--- src/rtl/wbuwritecw.sv ---
// Codeword-to-hexbit serializer: emits a 36-bit codeword as 6-bit chars,
// MSB first, and inserts a newline marker after an idle gap.
//
// Ports:
//   i_clk, i_rst     clock, synchronous active-high reset
//   i_stb, i_codword codeword in; accepted only while o_busy==0
//   o_busy           cannot accept a codeword this cycle
//   o_stb, o_valid   char strobe; o_valid=0 marks a newline
//   o_hexbits        char payload
//   i_tx_busy        downstream stall
module wbuwritecw #(
  parameter int IDLE_NL = 16
) (
  input  logic        i_clk,
  input  logic        i_rst,
  input  logic        i_stb,
  input  logic [35:0] i_codword,
  output logic        o_busy,
  output logic        o_stb,
  output logic        o_valid,
  output logic [5:0]  o_hexbits,
  input  logic        i_tx_busy
);

  localparam int CW = (IDLE_NL < 2) ? 1 : $clog2(IDLE_NL + 1);
  localparam logic [CW-1:0] NL_END = CW'(IDLE_NL);

  typedef enum logic [1:0] {
    IDLE,
    SEND,
    NEWLINE
  } state_t;

  state_t         state;
  logic [35:0]    sh;
  logic [2:0]     rem;
  logic           nl_pend;
  logic [CW-1:0]  idle_cnt;

  // Char count from the five header bits.
  function automatic logic [2:0] cw_len(input logic [4:0] h);
    logic [2:0] n;
    n = 3'd6;
    unique case (1'b1)
      (h[4:3] == 2'b11):  n = 3'd2;
      (h[4:3] == 2'b10):  n = 3'd1;
      (h[4:2] == 3'b010): n = 3'd2;
      (h[4:2] == 3'b001): n = 3'd2 + {1'b0, h[1:0]};
      default:            n = 3'd6;
    endcase
    return n;
  endfunction

  always_ff @(posedge i_clk) begin
    if (i_rst) begin
      state     <= IDLE;
      sh        <= '0;
      rem       <= '0;
      nl_pend   <= 1'b0;
      idle_cnt  <= '0;
      o_busy    <= 1'b0;
      o_stb     <= 1'b0;
      o_valid   <= 1'b0;
      o_hexbits <= '0;
    end else begin
      unique case (state)
        IDLE: begin
          if (i_stb) begin
            state     <= SEND;
            o_busy    <= 1'b1;
            o_stb     <= 1'b1;
            o_valid   <= 1'b1;
            o_hexbits <= i_codword[35:30];
            // sh holds the not-yet-presented chars, left aligned
            sh        <= {i_codword[29:0], 6'h0};
            rem       <= cw_len(i_codword[35:31]) - 3'd1;
            idle_cnt  <= '0;
          end else if (nl_pend) begin
            if (idle_cnt != NL_END)
              idle_cnt <= idle_cnt + 1'b1;
            if (idle_cnt == NL_END - 1'b1) begin
              state     <= NEWLINE;
              o_busy    <= 1'b1;
              o_stb     <= 1'b1;
              o_valid   <= 1'b0;
              o_hexbits <= '0;
            end
          end
        end
        SEND: begin
          if (!i_tx_busy) begin
            if (rem != 3'd0) begin
              rem       <= rem - 3'd1;
              o_hexbits <= sh[35:30];
              sh        <= {sh[29:0], 6'h0};
            end else begin
              state   <= IDLE;
              o_busy  <= 1'b0;
              o_stb   <= 1'b0;
              o_valid <= 1'b0;
              if (IDLE_NL != 0) begin
                nl_pend  <= 1'b1;
                idle_cnt <= '0;
              end
            end
          end
        end
        NEWLINE: begin
          if (!i_tx_busy) begin
            state   <= IDLE;
            o_busy  <= 1'b0;
            o_stb   <= 1'b0;
            nl_pend <= 1'b0;
          end
        end
        default: state <= IDLE;
      endcase
    end
  end

endmodule

--- config.mk ---
export PLATFORM = sky130hd
export DESIGN_NAME = wbuwritecw
export DESIGN_NICKNAME = d
export VERILOG_FILES = /design/src/rtl/wbuwritecw.sv
export SDC_FILE = /design/constraint.sdc
export NUM_CORES = 1
export LEC_CHECK = 0
export CAP_MARGIN = 25
export CORE_ASPECT_RATIO = 0.75
export CORE_UTILIZATION = 51
export CTS_CLUSTER_DIAMETER = 120
export DETAILED_ROUTE_END_ITERATION = 8
export PLACE_DENSITY = 0.79
export SLEW_MARGIN = 20
export SYNTH_ARGS = -nofsm -noshare
export SYNTH_HDL_FRONTEND = slang
export SYNTH_SLANG_ARGS = --single-unit
--- constraint.sdc ---
create_clock -name i_clk -period 2.4 [get_ports i_clk]
set_input_delay 0.72 -clock i_clk [delete_from_list [all_inputs] [get_ports i_clk]]
set_output_delay 0.72 -clock i_clk [all_outputs]
set_load 0.02 [all_outputs]
==> results.sh, run 1 <==
export IMPL_die_w_um=82.22
export IMPL_fin_crit_sh=0.8386
export IMPL_crit_type="input pin to flip-flop"
export IMPL_viasPerCell=5.989
export IMPL_ys_seq_elements=49
export IMPL_ant_nets=0
export IMPL_cts_buffer_depth=2
export IMPL_grt_use_total=0.2419
export IMPL_switchingPower_w=0.001072
export IMPL_core_mm2=0.004546
export IMPL_syn_cell_area_mm2=0.002461
export IMPL_clk_latency_ps=310
export IMPL_syn_area_per_cell_um2=9.183
export IMPL_cts_sinks=49
export IMPL_grt_pass1_vias=2054
export IMPL_via_count=2234
export IMPL_place_congestion=0.8463
export IMPL_slew_viol_final=0
export IMPL_finalCriticalPeriod_ps=2013
export IMPL_synth_cells=268
export IMPL_cts_root_buf="clkbuf_8"
export IMPL_first_iter_violations=124
export IMPL_grt_overflow_total=0
export IMPL_synth_warnings=0
export IMPL_boundaryPins=49
export IMPL_dieArea_mm2=0.005110
export IMPL_endpoint_kind="flip-flop"
export IMPL_grt_max_degree=41
export IMPL_ys_types=42
export IMPL_yosysSeqAreaShare=0.3986
export IMPL_skew_ps=11.23
export IMPL_synth_nets=316
export IMPL_p_int_w=0.001882
export IMPL_drive_above_1_share=0.1013
export IMPL_setup_tns_ps=0
export IMPL_io_buffers=48
export IMPL_area_growth_pct=27.86
export IMPL_initial_core_util=0.5414
export IMPL_power_frac_seq=0.391
export IMPL_antenna_found_initial=0
export IMPL_firstDrtPassIters=4
export IMPL_rows=21
export IMPL_place_hpwl_mm=4.029
export IMPL_final_nets=364
export IMPL_fill_cells=373
export IMPL_p_leak_nw=1.118
export IMPL_maxSlewHeadroom=0.6959
export IMPL_ir_drop_uv=489.0
export IMPL_drc_errors=0
export IMPL_worstPathMaxFanout=5
export IMPL_max_cap_viol_count=0
export IMPL_power_share_switching=0.3631
export IMPL_clk_pin_slew_ps=90
export IMPL_critPathRequiredTime_ps=2630
export IMPL_die_height_um=62.16
export IMPL_cp_arrival_ps=2250
export IMPL_tightest_slew_ps=450.2
export IMPL_hp_class="flip-flop to flip-flop"
export IMPL_status="finished, final reports clean"
export IMPL_clockPowerShare=0.193
export IMPL_finalSetupViolations=0
export IMPL_htreeDepth=2
export IMPL_powerDensity_mw_per_mm2=938.7
export IMPL_antenna_cells=0
export IMPL_totalWireLength_mm=5.777
export IMPL_critPathLaunchType="input pin"
export IMPL_hold_buffers=0
export IMPL_finalHoldViolations=0
export IMPL_rsz0062_at_grt="no"
export IMPL_cts_made_buffers=5
export IMPL_postCtsResizedCells=0
export IMPL_cts_tree="yes"
export IMPL_wl_per_cell_um=15.49
export IMPL_p_comb_frac=0.416
export IMPL_grt_first_pass_wirelength_mm=9.542
export IMPL_cts_setup_buffers=0
export IMPL_max_freq_ghz=0.4969
export IMPL_final_core_util=0.6923
-- critical path: stages --
cell             delay, ps
clkdlybuf4s50_1        560
a21oi_1                100
o31a_1                 260
ha_1                   220
nor3_1                 190
nand3_1                100
o211ai_1               100
-- Yosys cell counts, drive strengths merged --
cell type   n  area share
and3        2      0.0051
and2        1      0.0025
or4b        1      0.0041
dfxtp      49        0.40
nand3       3      0.0061
nor3b       1      0.0031
buf        13       0.028
nand4bb     1      0.0046
o21ai      10       0.020
or2b        1      0.0031
or4         1      0.0046
mux2i      24       0.098
nand4       1      0.0025
o211ai      3      0.0092
ha          8       0.041
o22a        1      0.0041
and4        1      0.0036
o311ai      2      0.0071
o22ai       1      0.0025
o31a        1      0.0036
nor2b       4       0.010
clkbuf      9       0.014
a211oi     26       0.079
a311oi      7       0.025
a21o        1      0.0036
o31ai       2      0.0061
o21a        1      0.0031
nand2      12       0.018
or3         1      0.0031
a31oi       2       0.011
nor3        4       0.013
nor2        3      0.0046
a21oi      49        0.10
nand2b      2      0.0051
a22oi       6       0.018
inv        11       0.017
o41ai       3       0.014
-- power groups by stage --
stage	sequential (W)	combinational (W)	clock [W]
floorplan	0.00118	0.000804	0
detailed placement	0.00117	0.00122	0
global placement	0.00117	0.00119	0
global route	0.00118	0.00136	0.000613
CTS	0.00115	0.00123	0.000574
finish	0.00116	0.00123	0.000571
-- through the flow --
step / setup slack, ps / hold slack [ps] / cells / total power [W] / instance area [um^2]
global placement: 159.7 / 465.6 / 366 / 0.002358 / 3043
detailed placement: 99.80 / 469.6 / 366 / 0.002396 / 3043
global route: 295.2 / 511.0 / 373 / 0.003151 / 3147
CTS: 385.8 / 485.4 / 373 / 0.002957 / 3147
floorplan: 504.4 / 453.4 / 268 / 0.001989 / 2461
finish: 387.4 / 486.6 / 373 / 0.002954 / 3147
-- routing by layer --
metal  part of all wire  GRT usage  up-vias
met5                  0          0        -
met4              0.010    0.06579        0
met3              0.062    0.04853        7
met2               0.44     0.3636       68
met1               0.49     0.3473     1053
li1                   -          -     1106
-- registers in the layout (all words and copies together), names as in the netlist --
name and count:
nl_pend 1, o_stb 1, o_hexbits 6, idle_cnt 5, o_valid 1, rem 3
sh 30, state 2
-- worst paths after layout --
| path | from | endpoint | slack [ps] | cells after the start |
|---|---|---|---|---|
| worst max-delay path | i_codword[33] | rem[2] | 390 | 7 |
| worst min-delay path | sh[9] | sh[9] | 490 | 2 |
| worst max register to register | state[1] | idle_cnt[2] | 450 | 6 |
| worst min register to register | sh[9] | sh[9] | 490 | 2 |
-- layout make-up --
type,instances,area (um^2),area share
Multi-Input combinational cell,186,1344,0.4270
Sequential cell,49,980.9,0.3117
Timing Repair Buffer,63,605.6,0.1924
Tap cell,57,71.32,0.02266
Clock buffer,5,68.82,0.02187
Inverter,11,41.29,0.01312
Clock inverter,2,35.03,0.01113
-- kinds of logic after synthesis --
kind of cell | count (synthesis) | share of synthesized area
adders and majority gates | 8 | 0.04067
muxes | 24 | 0.09761
buffers and inverters | 33 | 0.05897
and+or+nand+nor | 39 | 0.09304
AOI/OAI and AO/OA | 115 | 0.3111
DFF | 49 | 0.3986
-- placed cells by master (no fill, tap or decap), types with 2 or more instances in the layout --
master	n
nor3_1	3
a21oi_1	48
nand3_1	3
nand2b_1	2
buf_4	14
inv_1	11
o41ai_1	2
ha_1	7
a311oi_1	7
dfxtp_1	49
mux2i_1	24
nor2b_1	4
o31ai_1	2
a22oi_1	6
clkdlybuf4s50_1	48
clkbuf_8	5
a211oi_1	26
nor2_1	3
o211ai_1	3
o21ai_0	10
nand2_1	12
and3_1	2
o311ai_0	2
No activity file was read; power rests on OpenSTA's default activity.
==> inputs of run 2 (changes only) <==
- clock period: 2.4 -> 1.9 ns (I/O delays scaled with it)
==> results.sh, run 2 (same netlist as run 1, synthesis figures left out) <==
export IMPL_totalWireLength_mm=5.738
export IMPL_htreeDepth=2
export IMPL_die_w_um=82.22
export IMPL_grt_max_degree=41
export IMPL_boundaryPins=49
export IMPL_clk_latency_ps=310
export IMPL_rsz0062_at_grt="no"
export IMPL_finalSetupViolations=0
export IMPL_rr_startpoint="state[0]"
export IMPL_cts_made_buffers=5
export IMPL_cts_sinks=49
export IMPL_p_int_w=0.002381
export IMPL_largest_reg_flops=30
export IMPL_viasPerCell=5.816
export IMPL_slew_viol_final=0
export IMPL_grt_first_pass_wirelength_mm=9.777
export IMPL_via_count=2245
export IMPL_status="finished, final reports clean"
export IMPL_hold_buffers=0
export IMPL_multiInputGateArea_mm2=0.001366
export IMPL_final_nets=376
export IMPL_grt_use_total=0.2462
export IMPL_max_cap_viol_count=0
export IMPL_power_frac_seq=0.387
export IMPL_critPathRequiredTime_ps=1330
export IMPL_hp_class="flip-flop to flip-flop"
export IMPL_startpoint="o_stb"
export IMPL_cp_arrival_ps=1260
export IMPL_dpl_cell_area_mm2=0.003151
export IMPL_ant_nets=0
export IMPL_crit_path_max_incr_delay_ps=600
export IMPL_reg_top3="sh x30, o_hexbits x6, idle_cnt x5"
export IMPL_final_cells=386
export IMPL_maxSlewHeadroom=0.7820
export IMPL_finalHoldViolations=0
export IMPL_p_comb_frac=0.438
export IMPL_cts_root_buf="clkbuf_8"
export IMPL_place_hpwl_mm=4.032
export IMPL_tightest_slew_ps=321.9
export IMPL_endpoint_kind="output port"
export IMPL_grt_overflow_total=0
export IMPL_final_area_mm2=0.003287
export IMPL_ir_drop_uv=778.7
export IMPL_dieArea_mm2=0.005110
export IMPL_regArea_um2=985.9
export IMPL_powerDensity_mw_per_mm2=1149
export IMPL_grt_pass1_vias=2132
export IMPL_crit_family="buffers and inverters"
export IMPL_wl_per_cell_um=14.87
export IMPL_worst_path_buf_inv=1
export IMPL_switchingPower_w=0.001396
export IMPL_drive_above_1_share=0.1550
export IMPL_antenna_cells=0
export IMPL_initial_core_util=0.5414
export IMPL_firstDrtPassIters=4
export IMPL_dpl_cell_count=377
export IMPL_drc_errors=0
export IMPL_antenna_found_initial=0
export IMPL_p_leak_nw=1.211
export IMPL_max_freq_ghz=0.5466
export IMPL_clk_pin_slew_ps=90
export IMPL_core_mm2=0.004546
export IMPL_first_iter_violations=137
export IMPL_cp_slowest_cell="clkdlybuf4s50_1"
export IMPL_mostFrequentLayoutCells="a21oi_1, dfxtp_1, clkdlybuf4s50_1"
export IMPL_critPathLaunchType="flip-flop"
export IMPL_area_growth_pct=33.55
export IMPL_fill_cells=371
export IMPL_cts_buffer_depth=2
export IMPL_worstPathMaxFanout=3
export IMPL_cp_cell_sequence="clkdlybuf4s50_1"
export IMPL_cts_tree="yes"
export IMPL_finalCriticalPeriod_ps=1829
export IMPL_fin_crit_sh=0.9629
export IMPL_place_congestion=0.9122
export IMPL_rows=21
export IMPL_skew_ps=8.198
export IMPL_crit_type="flip-flop to output port"
export IMPL_top_register="sh"
export IMPL_die_height_um=62.16
export IMPL_power_share_switching=0.3696
export IMPL_min_from="sh[11]"
export IMPL_clockPowerShare=0.175
export IMPL_io_buffers=48
==> run 2: layer usage <==
metal | track usage | share of wire
met5 | 0 | 0
met2 | 0.3822 | 0.45
met4 | 0.08772 | 0.015
met3 | 0.04706 | 0.047
met1 | 0.3364 | 0.49
==> run 2: through the flow <==
stage / setup WS (ps) / hold slack, ps / TNS (ps) / util / power, W
floorplan: 4.422 / 453.4 / 0 / - / 0.002512
global placement: -207.0 / 465.1 / -3723 / 0.6931 / 0.003071
detailed placement: -240.0 / 472.3 / -4282 / 0.6931 / 0.003099
CTS: 48.54 / 485.8 / 0 / 0.7143 / 0.003753
global route: 1.677 / 511.1 / 0 / 0.7231 / 0.004028
finish: 70.53 / 487.4 / 0 / 0.7231 / 0.003776
==> run 2: power by group through the flow <==
stage | clock network, W | logic [W] | registers (W)
after floorplan | 0 | 0.00102 | 0.00150
final | 0.000661 | 0.00165 | 0.00146
after detailed placement | 0 | 0.00162 | 0.00148
after CTS | 0.000665 | 0.00163 | 0.00146
after global routing | 0.000715 | 0.00182 | 0.00150
after global placement | 0 | 0.00160 | 0.00147
==> run 2: final timing paths <==
kind	to	slack, ps	depth (start not counted)
worst max register to register	idle_cnt[3]	120	6
worst min register to register	sh[11]	490	2
worst max-delay path	o_stb	70	1
worst min-delay path	sh[11]	490	2
==> run 2: worst reg2reg max path, delay by kind of cell, from the launching register on <==
family	cells	cell delay, ps
AO/OA/AOI/OAI	2	340
AND/OR/NAND/NOR	2	730
buffers and inverters	1	70
flip-flops	1	370
adder cells (fa/ha/maj)	1	200
==> run 2: timing repair <==
action	CTS	global route
endpoints found under the setup margin	0	9
gates resized for setup	0	11
buffers inserted	0	1
==> run 2: final cells by class <==
| class | count | area share |
|---|---|---|
| Clock inverter | 2 | 0.004187 |
| Sequential cell | 49 | 0.3000 |
| Inverter | 11 | 0.01256 |
| Timing Repair Buffer | 75 | 0.2208 |
| Clock buffer | 6 | 0.02512 |
| Tap cell | 57 | 0.02170 |
| Multi-Input combinational cell | 186 | 0.4157 |
==> inputs of run 3 (changes only) <==
==> constraint.sdc (replaced) <==
create_clock -name i_clk -period 1.9 [get_ports i_clk]
set_input_delay 0.57 -clock i_clk [delete_from_list [all_inputs] [get_ports i_clk]]
set_output_delay 0.57 -clock i_clk [all_outputs]
set_load 0.005 [all_outputs]
==> results.sh, run 3 (same netlist as run 1, synthesis figures left out) <==
export IMPL_status="finished, final reports clean"
export IMPL_r2r_end="idle_cnt[3]"
export IMPL_max_cap_viol_count=0
export IMPL_antenna_found_initial=0
export IMPL_cp_cell_sequence="clkdlybuf4s50_1 > or2b_1 > a21oi_4 > or4_4 > o41ai_2"
export IMPL_power_frac_seq=0.394
export IMPL_cp_depth=5
export IMPL_p_int_w=0.002381
export IMPL_grt_pass1_vias=2132
export IMPL_cts_sinks=49
export IMPL_maxSlewHeadroom=0.7820
export IMPL_hold_end="sh[11]"
export IMPL_crit_type="input pin to flip-flop"
export IMPL_wl_per_cell_um=14.86
export IMPL_finalHoldViolations=0
export IMPL_grt_use_total=0.2462
export IMPL_rr_startpoint="state[0]"
export IMPL_final_nets=376
export IMPL_power_share_switching=0.3590
export IMPL_fin_ws_ps=76.57
export IMPL_ant_nets=0
export IMPL_top_register="sh"
export IMPL_rsz0062_at_grt="no"
export IMPL_cts_buffer_depth=2
export IMPL_powerDensity_mw_per_mm2=1131
export IMPL_drc_errors=0
export IMPL_htreeDepth=2
export IMPL_finalSetupViolations=0
export IMPL_totalWireLength_mm=5.735
export IMPL_critPathRequiredTime_ps=2110
export IMPL_final_core_util=0.7225
export IMPL_via_count=2248
export IMPL_ir_drop_uv=777.0
export IMPL_largest_reg_flops=30
export IMPL_viasPerCell=5.824
export IMPL_hold_buffers=0
export IMPL_cts_tree="yes"
export IMPL_finalCriticalPeriod_ps=1823
export IMPL_worstPathMaxFanout=3
export IMPL_cts_root_buf="clkbuf_8"
export IMPL_mostFrequentLayoutCells="a21oi_1, dfxtp_1, clkdlybuf4s50_1"
export IMPL_core_mm2=0.004546
export IMPL_tightest_slew_ps=321.9
export IMPL_critPathLaunchType="input pin"
export IMPL_crit_family="simple AND/OR/NAND/NOR gates"
export IMPL_switchingPower_w=0.001333
export IMPL_area_growth_pct=33.45
export IMPL_regToRegSetupSlack_ps=120
export IMPL_dieArea_mm2=0.005110
export IMPL_cp_arrival_ps=2040
export IMPL_cp_slowest_cell="or4_4"
export IMPL_grt_max_degree=41
export IMPL_worst_path_buf_inv=1
export IMPL_dpl_cell_area_mm2=0.003151
export IMPL_worstHoldPathCells=2
export IMPL_worst_r2r_cell_count=6
export IMPL_endpoint_kind="flip-flop"
export IMPL_clk_pin_slew_ps=90
export IMPL_die_w_um=82.22
export IMPL_hp_class="flip-flop to flip-flop"
export IMPL_first_iter_violations=137
export IMPL_p_comb_frac=0.429
export IMPL_firstDrtPassIters=4
export IMPL_clk_latency_ps=310
export IMPL_cts_made_buffers=5
export IMPL_slew_viol_final=0
export IMPL_clockPowerShare=0.178
export IMPL_grt_overflow_total=0
export IMPL_boundaryPins=49
export IMPL_reg_top3="sh x30, o_hexbits x6, idle_cnt x5"
export IMPL_dpl_worst_slack_ps=-240.0
export IMPL_die_height_um=62.16
export IMPL_place_hpwl_mm=4.032
export IMPL_drive_above_1_share=0.1550
export IMPL_initial_core_util=0.5414
export IMPL_io_buffers=48
export IMPL_max_freq_ghz=0.5484
export IMPL_place_congestion=0.9122
export IMPL_final_area_mm2=0.003284
export IMPL_skew_ps=8.236
export IMPL_min_from="sh[11]"
export IMPL_fin_crit_sh=0.9597
export IMPL_crit_path_max_incr_delay_ps=510
export IMPL_antenna_cells=0
export IMPL_rows=21
export IMPL_p_leak_nw=1.198
export IMPL_grt_first_pass_wirelength_mm=9.777
## run 3: cell count changes in the layout (fill, tap and decap cells not counted), sizes merged
cell           delta
clkdlybuf4s50     +1
dlymetal6s2s      -1
## run 3: final cells by class
class,count,area (um^2)
flip-flops and latches,49,985.9
fillers,372,1261
multi-input cells,186,1366
clock inverters,2,13.76
well taps,57,71.32
inverters,11,41.29
repair buffers,75,723.2
clock buffers,6,82.58
## run 3: how the worst max path moves through the flow
stage | startpoint | end | slack, ps
2_1_floorplan | state[1] | rem[2] | 4
3_3_place_gp | i_stb | idle_cnt[3] | -210
3_5_place_dp | i_stb | idle_cnt[3] | -240
4_1_cts | state[0] | idle_cnt[3] | 50
5_1_grt | i_codword[31] | rem[2] | 2
6_report | i_stb | idle_cnt[3] | 80
## run 3: stage by stage
stage | std cells | power (W) | setup TNS [ps] | hold WS, ps
2_1_floorplan | 268 | 0.002449 | 0 | 453.4
3_3_place_gp | 377 | 0.003007 | -3723 | 465.1
3_5_place_dp | 377 | 0.003035 | -4282 | 472.3
4_1_cts | 385 | 0.003689 | 0 | 485.8
5_1_grt | 386 | 0.003967 | 0 | 511.1
6_report | 386 | 0.003714 | 0 | 487.4
## run 3: tightest hold or removal path: cells and delay by family (launching register included)
family | cells | cell delay [ps]
flops | 1 | 320
compound gates | 2 | 130
## run 3: what timing repair did
item	4_1_cts	5_1_grt
gates resized for setup	0	10
setup endpoints to repair	0	8
setup buffers	0	1
## run 3: power by group through the flow
stage	Combinational, W	Sequential [W]	Clock (W)
floorplan	0.00101	0.00144	0
global placement	0.00154	0.00147	0
detailed placement	0.00156	0.00148	0
CTS	0.00157	0.00146	0.000665
global route	0.00176	0.00150	0.000715
finish	0.00159	0.00146	0.000661
## run 3: routing by layer
| metal | track usage | wire (um) |
|---|---|---|
| met1 | 0.3364 | 2811 |
| met2 | 0.3822 | 2572 |
| met3 | 0.04706 | 264 |
| met4 | 0.08772 | 87 |
| met5 | 0 | 0 |
